### src/rtl/seg_scan_pkg.sv
// Shared constants for the seven-segment scanner: segment bit positions and
// the hex-to-segment table (active-high, a in bit 0).
package seg_scan_pkg;

   localparam int SEG_A  = 0;
   localparam int SEG_G  = 6;
   localparam int SEG_DP = 7;

   function automatic logic [6:0] hex_to_seg(input logic [3:0] val);
      case (val)
         4'h0:    hex_to_seg = 7'h3F;
         4'h1:    hex_to_seg = 7'h06;
         4'h2:    hex_to_seg = 7'h5B;
         4'h3:    hex_to_seg = 7'h4F;
         4'h4:    hex_to_seg = 7'h66;
         4'h5:    hex_to_seg = 7'h6D;
         4'h6:    hex_to_seg = 7'h7D;
         4'h7:    hex_to_seg = 7'h07;
         4'h8:    hex_to_seg = 7'h7F;
         4'h9:    hex_to_seg = 7'h6F;
         4'hA:    hex_to_seg = 7'h77;
         4'hB:    hex_to_seg = 7'h7C;
         4'hC:    hex_to_seg = 7'h39;
         4'hD:    hex_to_seg = 7'h5E;
         4'hE:    hex_to_seg = 7'h79;
         default: hex_to_seg = 7'h71;
      endcase
   endfunction

endpackage

### src/rtl/seg_scan_driver_decode.sv
// Combinational hex digit to active-high segment pattern; polarity is the
// caller's concern.
module hex7seg_decode
   import seg_scan_pkg::*;
(
   input  logic [3:0]         i_val,
   output logic [SEG_G:SEG_A] o_seg
);

   assign o_seg = hex_to_seg(i_val);

endmodule

### src/rtl/seg_scan_driver.sv
// Multiplexed N-digit seven-segment scanner with PWM brightness, a dark guard
// tick at the start of every digit slot and a frame-synchronous shadow buffer.
module seg_scan_driver
   import seg_scan_pkg::*;
#(
   parameter int N_DIGITS    = 4,
   parameter int DIV         = 98,
   parameter int BRIGHT_W    = 4,
   parameter int SEG_ACT_LOW = 1,
   parameter int SEL_ACT_LOW = 1
)
(
   input  logic                    clk,
   input  logic                    nRst,
   input  logic                    load,
   input  logic [4*N_DIGITS-1:0]   digits,
   input  logic [N_DIGITS-1:0]     dp,
   input  logic [N_DIGITS-1:0]     blank,
   input  logic [BRIGHT_W-1:0]     bright,
   output logic                    load_ack,
   output logic                    frame_start,
   output logic [7:0]              seg_dat,
   output logic [N_DIGITS-1:0]     seg_sel
);

   localparam int PRE_W = (DIV > 1) ? $clog2(DIV) : 1;
   localparam int D_W   = $clog2(N_DIGITS);
   localparam logic [PRE_W-1:0]    PRE_LAST = PRE_W'(DIV - 1);
   localparam logic [D_W-1:0]      D_LAST   = D_W'(N_DIGITS - 1);
   localparam logic [N_DIGITS-1:0] SEL_OFF  = (SEL_ACT_LOW != 0) ? '1 : '0;
   localparam logic [7:0]          DAT_OFF  = (SEG_ACT_LOW != 0) ? '1 : '0;

   logic [PRE_W-1:0]      r_pre;
   logic [BRIGHT_W-1:0]   r_t;
   logic [D_W-1:0]        r_d;

   logic [4*N_DIGITS-1:0] r_sh_digits;
   logic [N_DIGITS-1:0]   r_sh_dp;
   logic [N_DIGITS-1:0]   r_sh_blank;
   logic [BRIGHT_W-1:0]   r_sh_bright;

   logic [N_DIGITS-1:0]   r_sel;
   logic [7:0]            r_dat;
   logic                  r_ack;
   logic                  r_frame;

   logic                  w_tick;
   logic                  w_t_wrap;
   logic                  w_boundary;
   logic                  w_capture;
   logic                  w_active;
   logic [3:0]            w_nibble;
   logic [SEG_G:SEG_A]    w_seg7;
   logic [7:0]            w_pat;
   logic [N_DIGITS-1:0]   w_onehot;
   logic [N_DIGITS-1:0]   w_sel_nxt;
   logic [7:0]            w_dat_nxt;

   assign w_tick     = (r_pre == PRE_LAST);
   assign w_t_wrap   = w_tick && (r_t == '1);
   assign w_boundary = (r_pre == '0) && (r_t == '0) && (r_d == D_LAST);
   assign w_capture  = w_boundary && load;
   assign w_nibble   = r_sh_digits[{r_d, 2'b00} +: 4];

   hex7seg_decode u_dec (
      .i_val (w_nibble),
      .o_seg (w_seg7)
   );

   // Digits scan from the highest index down, one slot each.
   always_ff @(posedge clk) begin
      if (nRst) begin
         r_pre <= '0;
         r_t   <= '0;
         r_d   <= D_LAST;
      end else begin
         r_pre <= w_tick ? '0 : r_pre + 1'b1;
         if (w_tick)
            r_t <= r_t + 1'b1;
         if (w_t_wrap)
            r_d <= (r_d == '0) ? D_LAST : r_d - 1'b1;
      end
   end

   always_ff @(posedge clk) begin
      if (nRst) begin
         r_sh_digits <= '0;
         r_sh_dp     <= '0;
         r_sh_blank  <= '1;
         r_sh_bright <= '0;
      end else if (w_capture) begin
         r_sh_digits <= digits;
         r_sh_dp     <= dp;
         r_sh_blank  <= blank;
         r_sh_bright <= bright;
      end
   end

   // t==0 is the guard tick, so the shadow swap at the boundary is never seen mid-digit.
   always_comb begin
      w_onehot              = '0;
      w_onehot[r_d]         = 1'b1;
      w_pat                 = '0;
      w_pat[SEG_G:SEG_A]    = w_seg7;
      w_pat[SEG_DP]         = r_sh_dp[r_d];
      w_active              = (r_t != '0) && (r_t <= r_sh_bright) && !r_sh_blank[r_d];
      w_sel_nxt             = w_active ? (w_onehot ^ SEL_OFF) : SEL_OFF;
      w_dat_nxt             = w_active ? (w_pat ^ DAT_OFF) : DAT_OFF;
   end

   always_ff @(posedge clk) begin
      if (nRst) begin
         r_sel   <= SEL_OFF;
         r_dat   <= DAT_OFF;
         r_ack   <= 1'b0;
         r_frame <= 1'b0;
      end else begin
         r_sel   <= w_sel_nxt;
         r_dat   <= w_dat_nxt;
         r_ack   <= w_capture;
         r_frame <= w_boundary;
      end
   end

   assign seg_sel     = r_sel;
   assign seg_dat     = r_dat;
   assign load_ack    = r_ack;
   assign frame_start = r_frame;

endmodule

### config.mk
export PLATFORM = sky130hd
export DESIGN_NAME = seg_scan_driver
export DESIGN_NICKNAME = d
export VERILOG_FILES = /design/src/rtl/seg_scan_pkg.sv /design/src/rtl/seg_scan_driver_decode.sv /design/src/rtl/seg_scan_driver.sv
export SDC_FILE = /design/constraint.sdc
export NUM_CORES = 1
export LEC_CHECK = 0
export CAP_MARGIN = 20
export CELL_PAD_IN_SITES_DETAIL_PLACEMENT = 0
export CELL_PAD_IN_SITES_GLOBAL_PLACEMENT = 2
export CORE_ASPECT_RATIO = 0.8
export CORE_MARGIN = 10
export CORE_UTILIZATION = 30
export DETAILED_ROUTE_END_ITERATION = 8
export PLACE_DENSITY = 0.84
export SETUP_SLACK_MARGIN = 0.5
export SYNTH_ARGS = -nofsm -noshare
export SYNTH_HDL_FRONTEND = slang
export SYNTH_SLANG_ARGS = --single-unit
### constraint.sdc
create_clock -name clk -period 2.7 [get_ports clk]
set_input_delay 0.27 -clock clk [delete_from_list [all_inputs] [get_ports clk]]
set_output_delay 0.27 -clock clk [all_outputs]
set_load 0.02 [all_outputs]
* After elaboration in Yosys (flattened, before gate mapping)
Memory sizes are Yosys's and may differ from the RTL's.
Index checks and enable logic that the tools add are counted.
** Operators by class
- $add $sub $neg :: 3
- Multipliers :: 0
- Divide/modulo/power cells :: 0
- $lt $le $gt $ge :: 3
- Eq/ne operators :: 3
- Shift-type cells :: 1
- Mux-type cells :: 7
- Bitwise operators :: 3
- Reductions and logical operators :: 14
** Operator list (count)
- $shiftx A16 B5 Y4 :: 1
- $not A8 Y8 :: 1
- $add A7 B1 Y7 const B :: 1
- $eq A7 B7 Y1 const B :: 1
- $logic_and A1 B1 Y1 :: 7
- $logic_not A7 Y1 :: 1
- $add A4 B1 Y4 const B :: 1
- $bmux W1 S2 :: 2
- $eq A4 B4 Y1 const B :: 1
- $le A4 B4 Y1 :: 1
- $logic_not A4 Y1 :: 1
- $not A4 Y4 :: 1
- $reduce_bool A4 Y1 :: 1
- $reduce_or A2 Y1 :: 2
- $lt A2 B3 Y1 const B :: 1
- $mux W1 :: 3
- $demux W1 S2 :: 1
- $eq A2 B2 Y1 const B :: 1
- $ge A2 B1 Y1 const B :: 1
- $logic_not A2 Y1 :: 1
- $mux W2 :: 1
- $sub A2 B1 Y2 const B :: 1
- $logic_not A1 Y1 :: 1
- $not A1 Y1 :: 1
** Storage, ports and cells
- Flip-flop bits (word level) :: 55
- Latch bits :: 0
- RAM bits :: 0
- Memory bits (read-only) :: 112
- Bits of input ports :: 31
- Output and inout port bits :: 14
- Memories kept :: 1
** Memory list
- (name not given) :: depth 16, width 7, rd ports 1, clocked after memory_dff 0, wr ports 0, line seg_scan_pkg.sv:10 : case (val)

* Longest topological paths before layout
Gate-level depths: netlist of the first run.
- Word-level depth :: 6
- Depth in mapped cells :: 8
- Gate-level depth less buffers :: 6

* Modules after synthesis
A second synthesis of the first run with hierarchy kept.
** Unflattened totals
- Cell total of the unflattened synthesis :: 279
- Area, all modules :: 2671.3 um2
** By module, submodules not included
- seg_scan_driver :: instances 1, cells an instance 246, area an instance 2383.5 um2, sequential area each 1101.1 um2
- hex7seg_decode :: instances 1, cells an instance 33, area an instance 287.8 um2, sequential area each 0.0 um2

* Least setup slack after synthesis of the first run
Ideal clock, no wire load.
- Path kind :: register to register
- From :: register r_d[0]
- To :: register r_dat[3] (netlist: seg_dat[3])
- Arrival time :: 1859 ps
- Required time :: 2585 ps
- Slack :: 726 ps
- Cell stages (with the launch flop) :: 7
- Buffers on the path :: 1
- Cell sequence :: dfxtp_1 buf_6 mux4_1 ha_1 or2_2 a21oi_1 o21ai_2
** On the way
- Longest elaborated chain between the ends :: 6
- Elaborated cells between the ends (all ways) :: 9
- Those cells by class :: 1 x shift; 2 x mux; 2 x bitwise; 3 x reduce/logical; 1 x memory
** RTL lines
- from (decl) :: line seg_scan_driver.sv:35 : logic [D_W-1:0] r_d;
- from (signal assigned) :: line seg_scan_driver.sv:81 : r_d <= (r_d == '0) ? D_LAST : r_d - 1'b1;
- parallel branches: the longest is 6 deep, another holds $mem_v2 Z16 W7
- to (signal assigned) :: line seg_scan_driver.sv:119 : r_dat <= w_dat_nxt;
- to (decl) :: line seg_scan_driver.sv:43 : logic [7:0] r_dat;
Several ways; the timed one is not identified. The select of a mux whose other input is x is not followed.
A chain may end at the register's enable or synchronous reset.

* Worst setup path after layout of the first run
Same ends and word-level chain as after synthesis.

==> parameters.txt, run 1 <==
Parameter                              Value

CTS
  Worst-skew pair later-pin latency    310 ps
  CTS sink count    55
  Clock root cell    clkbuf_8
  Total clock buffers created by CTS    5
  Deepest clock path buffer count    2
  TritonCTS clock tree    built
  Clock transition at the registers of the reported paths    110 ps
  Post-CTS setup-driven buffer insertion count    0
  H-tree depth    2

Job
  Max-cap violations    0

Drt
  Residual DRC    0
  Number of vias per cell after detailed routing    4.45
  Number of DRC markers in iteration 0    57
  Routed wirelength normalized by instance count    13.0 µm
  Routed wire length    5670 µm
  Number of vias after detailed routing    1934
  Total iterations of the first detailed-routing run    4
  Final ANT Viol Nets    0

GRT
  Vias in the first global route    1994
  Remaining global-route overflow    0
  Initial antenna violation count    0
  Wire length of the first global-routing pass    9440 µm
  Total global routing track utilization    9.17%
  Pin count of the biggest net entering global routing    37

Logic synthesis
  Synthesized Nets    332
  Cell types occupying the most area after synthesis    dfxtp_1 (42%), nand2_1 (9.8%), ha_1 (9.1%), a21oi_1 (5.4%), mux4_2 (3.5%)
  Proportion of netlist area held by the largest area contributor    42.4%
  Share of the yosys chip area belonging to registers    42.4%
  Async SR Flop Fraction    0%
  Cell with the most instances after synthesis    nand2_1
  Most frequent cells after synthesis    nand2_1 (68), dfxtp_1 (55), a21oi_1 (28), ha_1 (19), inv_1 (15)
  Post-synthesis sequential element count    55
  Synthesis warning total    0
  Top FF cell, synth    dfxtp_1
  Number of synthesized flops with an enable pin    0
  Synth cell types    40
  Synthesized netlist cell count    282
  Post-Syn Area    0.00260 mm²
  Post-Synthesis Mean Instance Area    9.22 µm²
  Post-synth top area cell    dfxtp_1

Pwr
  Leakage component of the power    1.28 nW
  Power per unit of standard cell area    487 mW/mm²
  Peak supply drop    0.310 mV
  Overall power consumption    1.56 mW

Timing
  Setup Skew    9.94 ps
  Slew at the pin closest to its max-slew limit    485 ps
  Final critical delay including setup and external delays    2090 ps
  Setup TNS after final layout    0 ps
  Slew Limit Fails    0
  Slew HR    67.6%
  Max Clk Rate    479 MHz
  Unrepaired setup endpoints after global routing    false
  Setup-violating endpoint count in the final report    0
  Post-route fraction of the period consumed by the critical path    77.3%
  Final hold vios    0

Critical path
  List of cells traversed by the critical path    mux4_1, ha_1, or2_2, a21oi_1, o21ai_2
  Classification of the worst setup path    reg2reg
  Crit end category    flip-flop
  CP max-delay cell    mux4_1
  Setup slack, reg-to-reg    610 ps
  RR Startpoint    r_d[0]
  Critical path data arrival time    2280 ps
  Data required time of the critical path    2890 ps
  Category of cells accounting for the largest share of critical-path delay    multiplexers
  Highest cell delay on the worst timing path    670 ps
  Critical-path maximum fanout    11
  Startpoint type of the worst setup path    flip-flop
  Crit path buf inv count    0
  Worst setup path startpoint    r_d[0]

Die
  Die boundary height    103 µm
  Die Footprint    0.0128 mm²
  Die span in x    124 µm
  Core footprint    0.00845 mm²
  Effective utilization at floorplan    30.8%
  I/O pin count    45
  Row cnt    30

Cells and area
  Total Nets Final    372
  Number of fill cells in the layout    896
  Layout cells sized above 1    9.29%
  Layout Area Growth over Synthesis    23.6%
  Antenna diodes    0

Worst hold path
  Type of the tightest min-delay check    reg2reg
  Launch point of the worst hold path    r_sh_dp[2]

Place
  Count of port buffers added during placement    44
  Routability Congestion    0.766
  Detailed placement HPWL    4210 µm

Status
  Status    complete, no violations
[logic make-up after synthesis]
group                    after synthesis  synth area share, %
XOR/XNOR                              12                 4.04
multiplexers                          10                 7.75
flip-flops                            55                 42.4
buffers and inverters                 30                 6.31
AO/OA/AOI/OAI                         41                 10.1
adder cells (fa/ha/maj)               19                 9.15
AND/OR/NAND/NOR                      115                 20.3
[flip-flops by register name, summed over array words and instances (netlist names)]
register,count
r_pre,7
frame_start,1
seg_dat,8
r_sh_dp,4
r_t,4
r_d,2
r_sh_digits,16
load_ack,1
seg_sel,4
r_sh_blank,4
r_sh_bright,4
[through the flow]
stage                     utilization [%]  setup WS [ps]  hold slack, ps  instances  area [µm²]
final                                38.0            613             456        435        3210
after global routing                 38.0            525             482        435        3210
after CTS                            37.8            511             460        435        3200
after detailed placement             36.7            355             444        427        3100
after global placement               36.7            391             441        427        3100
after floorplan                         -            726             392        282        2600
[power by group]
group          internal, mW  leakage (nW)  switching (mW)
clock                 0.186        0.0408           0.278
combinational         0.113         0.792           0.118
sequential            0.847         0.447          0.0228
[per-layer routing]
metal	wire length (µm)	global-route usage (%)
met1	3010	12.2
met2	2300	13.8
met3	295	3.09
met4	65	2.56
met5	0	0
[worst min-delay path: cells and delay by family, from the launching register on]
family | cells | cell delay [ps]
AOI/OAI and AO/OA | 1 | 50
DFF | 1 | 320
and+or+nand+nor | 1 | 50
[placed cells by master, fill, tap and decap left out, drive strengths merged, types with 6 or more instances in the layout]
cell type and n:
a21oi 29, xor2 8, inv 16, mux4 7
nand2 68, nor2 14, dfxtp 55, nand3 6
clkdlybuf4s50 44, ha 19
[worst paths after layout]
path	endpoint	cells after the start
hold reg to reg	r_sh_dp[2]	2
setup reg to reg	seg_dat[3]	5
setup / recovery	seg_dat[3]	5
hold / removal	r_sh_dp[2]	2
[area by class of cell]
| type | count | area [µm²] | area share (%) |
|---|---|---|---|
| inverters | 15 | 56.3 | 1.75 |
| clock buffers | 5 | 68.8 | 2.14 |
| clock inverters | 3 | 23.8 | 0.740 |
| well taps | 112 | 140 | 4.36 |
| flip-flops and latches | 55 | 1110 | 34.4 |
| multi-input cells | 197 | 1350 | 41.9 |
| repair buffers | 48 | 470 | 14.6 |
[timing repair]
action / CTS / global route
resized for setup: 1 / 4
hold buffers: 0 / 0
setup endpoints to repair: 39 / 39
No activity file was read; power rests on OpenSTA's default activity.
==> run 2, diff against run 1 <==
--- a/config.mk
+++ b/config.mk
@@ -10,7 +10,7 @@
 export CELL_PAD_IN_SITES_GLOBAL_PLACEMENT = 2
 export CORE_ASPECT_RATIO = 0.8
 export CORE_MARGIN = 10
-export CORE_UTILIZATION = 30
+export CORE_UTILIZATION = 29
 export DETAILED_ROUTE_END_ITERATION = 8
 export PLACE_DENSITY = 0.84
 export SETUP_SLACK_MARGIN = 0.5
==> constraint.sdc (replaced) <==
create_clock -name clk -period 1.72 [get_ports clk]
set_input_delay 0.172 -clock clk [delete_from_list [all_inputs] [get_ports clk]]
set_output_delay 0.172 -clock clk [all_outputs]
set_load 0.02 [all_outputs]
==> parameters.txt, run 2 (same netlist as run 1, synthesis figures left out) <==
Parameter                              Value

Status
  Status    finished with violations (was complete, no violations)
  Violations in the final reports    negative setup slack

Pwr
  Power per unit of standard cell area    687 mW/mm² (was 487 mW/mm²)
  Switching power    718 µW (was 419 µW)
  Register share of total power    52.0% (was 55.6%)
  Part of the total power dissipated in the clock network    27.7% (was 29.6%)
  Leakage component of the power    1.46 nW (was 1.28 nW)
  Peak supply drop    0.342 mV (was 0.310 mV)
  Switching power as a share of total power    27.3% (was 26.8%)
  Overall power consumption    2.63 mW (was 1.56 mW)
  Relative contribution of combinational cells to total power    20.3% (was 14.8%)
  Internal Power    1.91 mW (was 1.15 mW)

Cells and area
  Antenna diodes    0 (unchanged)
  Total Nets Final    406 (was 372)
  Commonest cells after routing, fill and taps aside    nand2_1 (62), dfxtp_1 (48), clkdlybuf4s50_1 (30) (was nand2_1 (68), dfxtp_1 (53), clkdlybuf4s50_1 (44))
  Number of non-filler instances in the completed layout    469 (was 435)
  Most flops, register    r_sh_digits (unchanged)
  Max reg flops    16 (unchanged)
  Layout cells sized above 1    33.9% (was 9.29%)
  Number of fill cells in the layout    856 (was 896)
  Most common cell after layout, fill and taps aside    nand2_1 (unchanged)
  Layout Area Growth over Synthesis    47.3% (was 23.6%)

Critical path
  Crit path buf inv count    3 (was 0)
  Startpoint type of the worst setup path    flip-flop (unchanged)
  Crit end category    flip-flop (unchanged)
  Category of cells accounting for the largest share of critical-path delay    multiplexers (unchanged)
  Data required time of the critical path    1930 ps (was 2890 ps)
  Critical-path maximum fanout    6 (was 11)
  Highest cell delay on the worst timing path    590 ps (was 670 ps)
  Classification of the worst setup path    reg2reg (unchanged)
  CP max-delay cell    mux4_2 (was mux4_1)
  Critical path data arrival time    2050 ps (was 2280 ps)
  List of cells traversed by the critical path    buf_6, mux4_2, buf_4, ha_4, inv_1, o211a_1, o21ai_2 (was mux4_1, ha_1, or2_2, a21oi_1, o21ai_2)

CTS
  Deepest clock path buffer count    2 (unchanged)
  CTS sink count    55 (unchanged)
  Clock transition at the registers of the reported paths    100 ps (was 110 ps)
  Total clock buffers created by CTS    5 (unchanged)
  Clock root cell    clkbuf_8 (unchanged)
  TritonCTS clock tree    built (unchanged)
  H-tree depth    2 (unchanged)
  Worst-skew pair later-pin latency    310 ps (about the same)
  Hold-fix buffers, CTS    0 (unchanged)

Timing
  Post-route fraction of the period consumed by the critical path    107% (was 77.3%)
  Slew HR    70.1% (was 67.6%)
  Setup TNS after final layout    -1310 ps (was 0 ps)
  Final critical delay including setup and external delays    1840 ps (was 2090 ps)
  Setup-violating endpoint count in the final report    35 (was 0)
  Worst Slack Setup Final    -120 ps (was 613 ps)
  Slew Limit Fails    0 (unchanged)
  Slew at the pin closest to its max-slew limit    449 ps (was 485 ps)
  Final hold vios    0 (unchanged)
  Max Clk Rate    543 MHz (was 479 MHz)
  Setup Skew    6.93 ps (was 9.94 ps)
  Unrepaired setup endpoints after global routing    true (was false)

GRT
  Total global routing track utilization    9.74% (was 9.17%)
  Vias in the first global route    2206 (was 1994)
  Initial antenna violation count    0 (unchanged)
  Wire length of the first global-routing pass    11000 µm (was 9440 µm)
  Remaining global-route overflow    0 (unchanged)
  Pin count of the biggest net entering global routing    37 (unchanged)

Die
  Core footprint    0.00860 mm² (was 0.00845 mm²)
  I/O pin count    45 (unchanged)
  Effective utilization at floorplan    30.2% (was 30.8%)
  Die span in x    126 µm (was 124 µm)
  Die boundary height    105 µm (was 103 µm)
  Die Footprint    0.0132 mm² (was 0.0128 mm²)
  Row cnt    30 (unchanged)

Job
  Max-cap violations    0 (unchanged)

Drt
  Routed wire length    6470 µm (was 5670 µm)
  Number of DRC markers in iteration 0    107 (was 57)
  Number of vias after detailed routing    2088 (was 1934)
  Total iterations of the first detailed-routing run    4 (unchanged)
  Residual DRC    0 (unchanged)
  Final ANT Viol Nets    0 (unchanged)
  Routed wirelength normalized by instance count    13.8 µm (was 13.0 µm)
  Number of vias per cell after detailed routing    4.45 (about the same)

Place
  Count of port buffers added during placement    44 (unchanged)
  Placed cells    447 (was 427)
  Routability Congestion    0.727 (was 0.766)
  Detailed placement HPWL    4560 µm (was 4210 µm)

Worst hold path
  Type of the tightest min-delay check    in2reg (was reg2reg)
==> run 2: changes by cell type in the layout (fill, tap and decap cells not counted), sizes merged <==
cell and delta:
clkinvlp -1, clkinv +2, inv -1, clkbuf +1, clkdlybuf4s50 -14, buf +33, dlygate4sd2 +14
==> run 2: path summary, 6_finish.rpt <==
| kind | to | slack (ps) | from | cells after the start |
|---|---|---|---|---|
| max reg2reg | seg_dat[3] | -120 | r_d[0] | 7 |
| max | seg_dat[3] | -120 | r_d[0] | 7 |
| min reg2reg | r_sh_digits[13] | 460 | r_sh_digits[13] | 2 |
| min | r_sh_dp[0] | 400 | dp[0] | 3 |
==> run 2: through the flow <==
stage	util (%)	instance area [µm²]	hold WS (ps)	worst slack, ps
6_report	44.5	3830	403	-120
4_1_cts	42.7	3670	397	-133
5_1_grt	44.5	3830	408	-195
2_1_floorplan	-	2740	294	-61.6
3_5_place_dp	39.4	3390	449	-158
3_3_place_gp	39.4	3390	446	-106
==> run 2: cell type report <==
| class | instances | area [µm²] | share of cell area, % |
|---|---|---|---|
| multi-input combinational | 197 | 1590 | 41.5 |
| sequential | 55 | 1120 | 29.2 |
| timing repair buffer | 82 | 828 | 21.6 |
| tap | 112 | 140 | 3.66 |
| clock buffer | 5 | 68.8 | 1.80 |
| inverter | 15 | 61.3 | 1.60 |
| clock inverter | 3 | 25.0 | 0.654 |
==> run 2: what timing repair did <==
item                       4_1_cts  5_1_grt
setup buffers                    7        4
setup endpoints to repair       69       55
pin swaps                        6       18
gates cloned                     2        1
gates resized for setup         48       25
==> run 2: metal layers <==
metal  up-vias  GRT usage (%)  routed length, µm
li1       1091              -                  -
met1       958           13.2               3350
met2        35           14.4               2700
met3         4           3.59                384
met4         0           1.95                 38
met5         -              0                  0
==> run 2: power groups by stage <==
stage	registers (mW)	logic [mW]	clock network, mW
CTS	1.37	0.492	0.760
global route	1.38	0.586	0.807
floorplan	1.39	0.274	0
finish	1.37	0.533	0.728
global placement	1.40	0.423	0
detailed placement	1.40	0.428	0
==> run 2: worst min-delay path, cell delays in order <==
cell	delay, ps
clkdlybuf4s50_1	400
nand2_1	60
a21oi_1	50
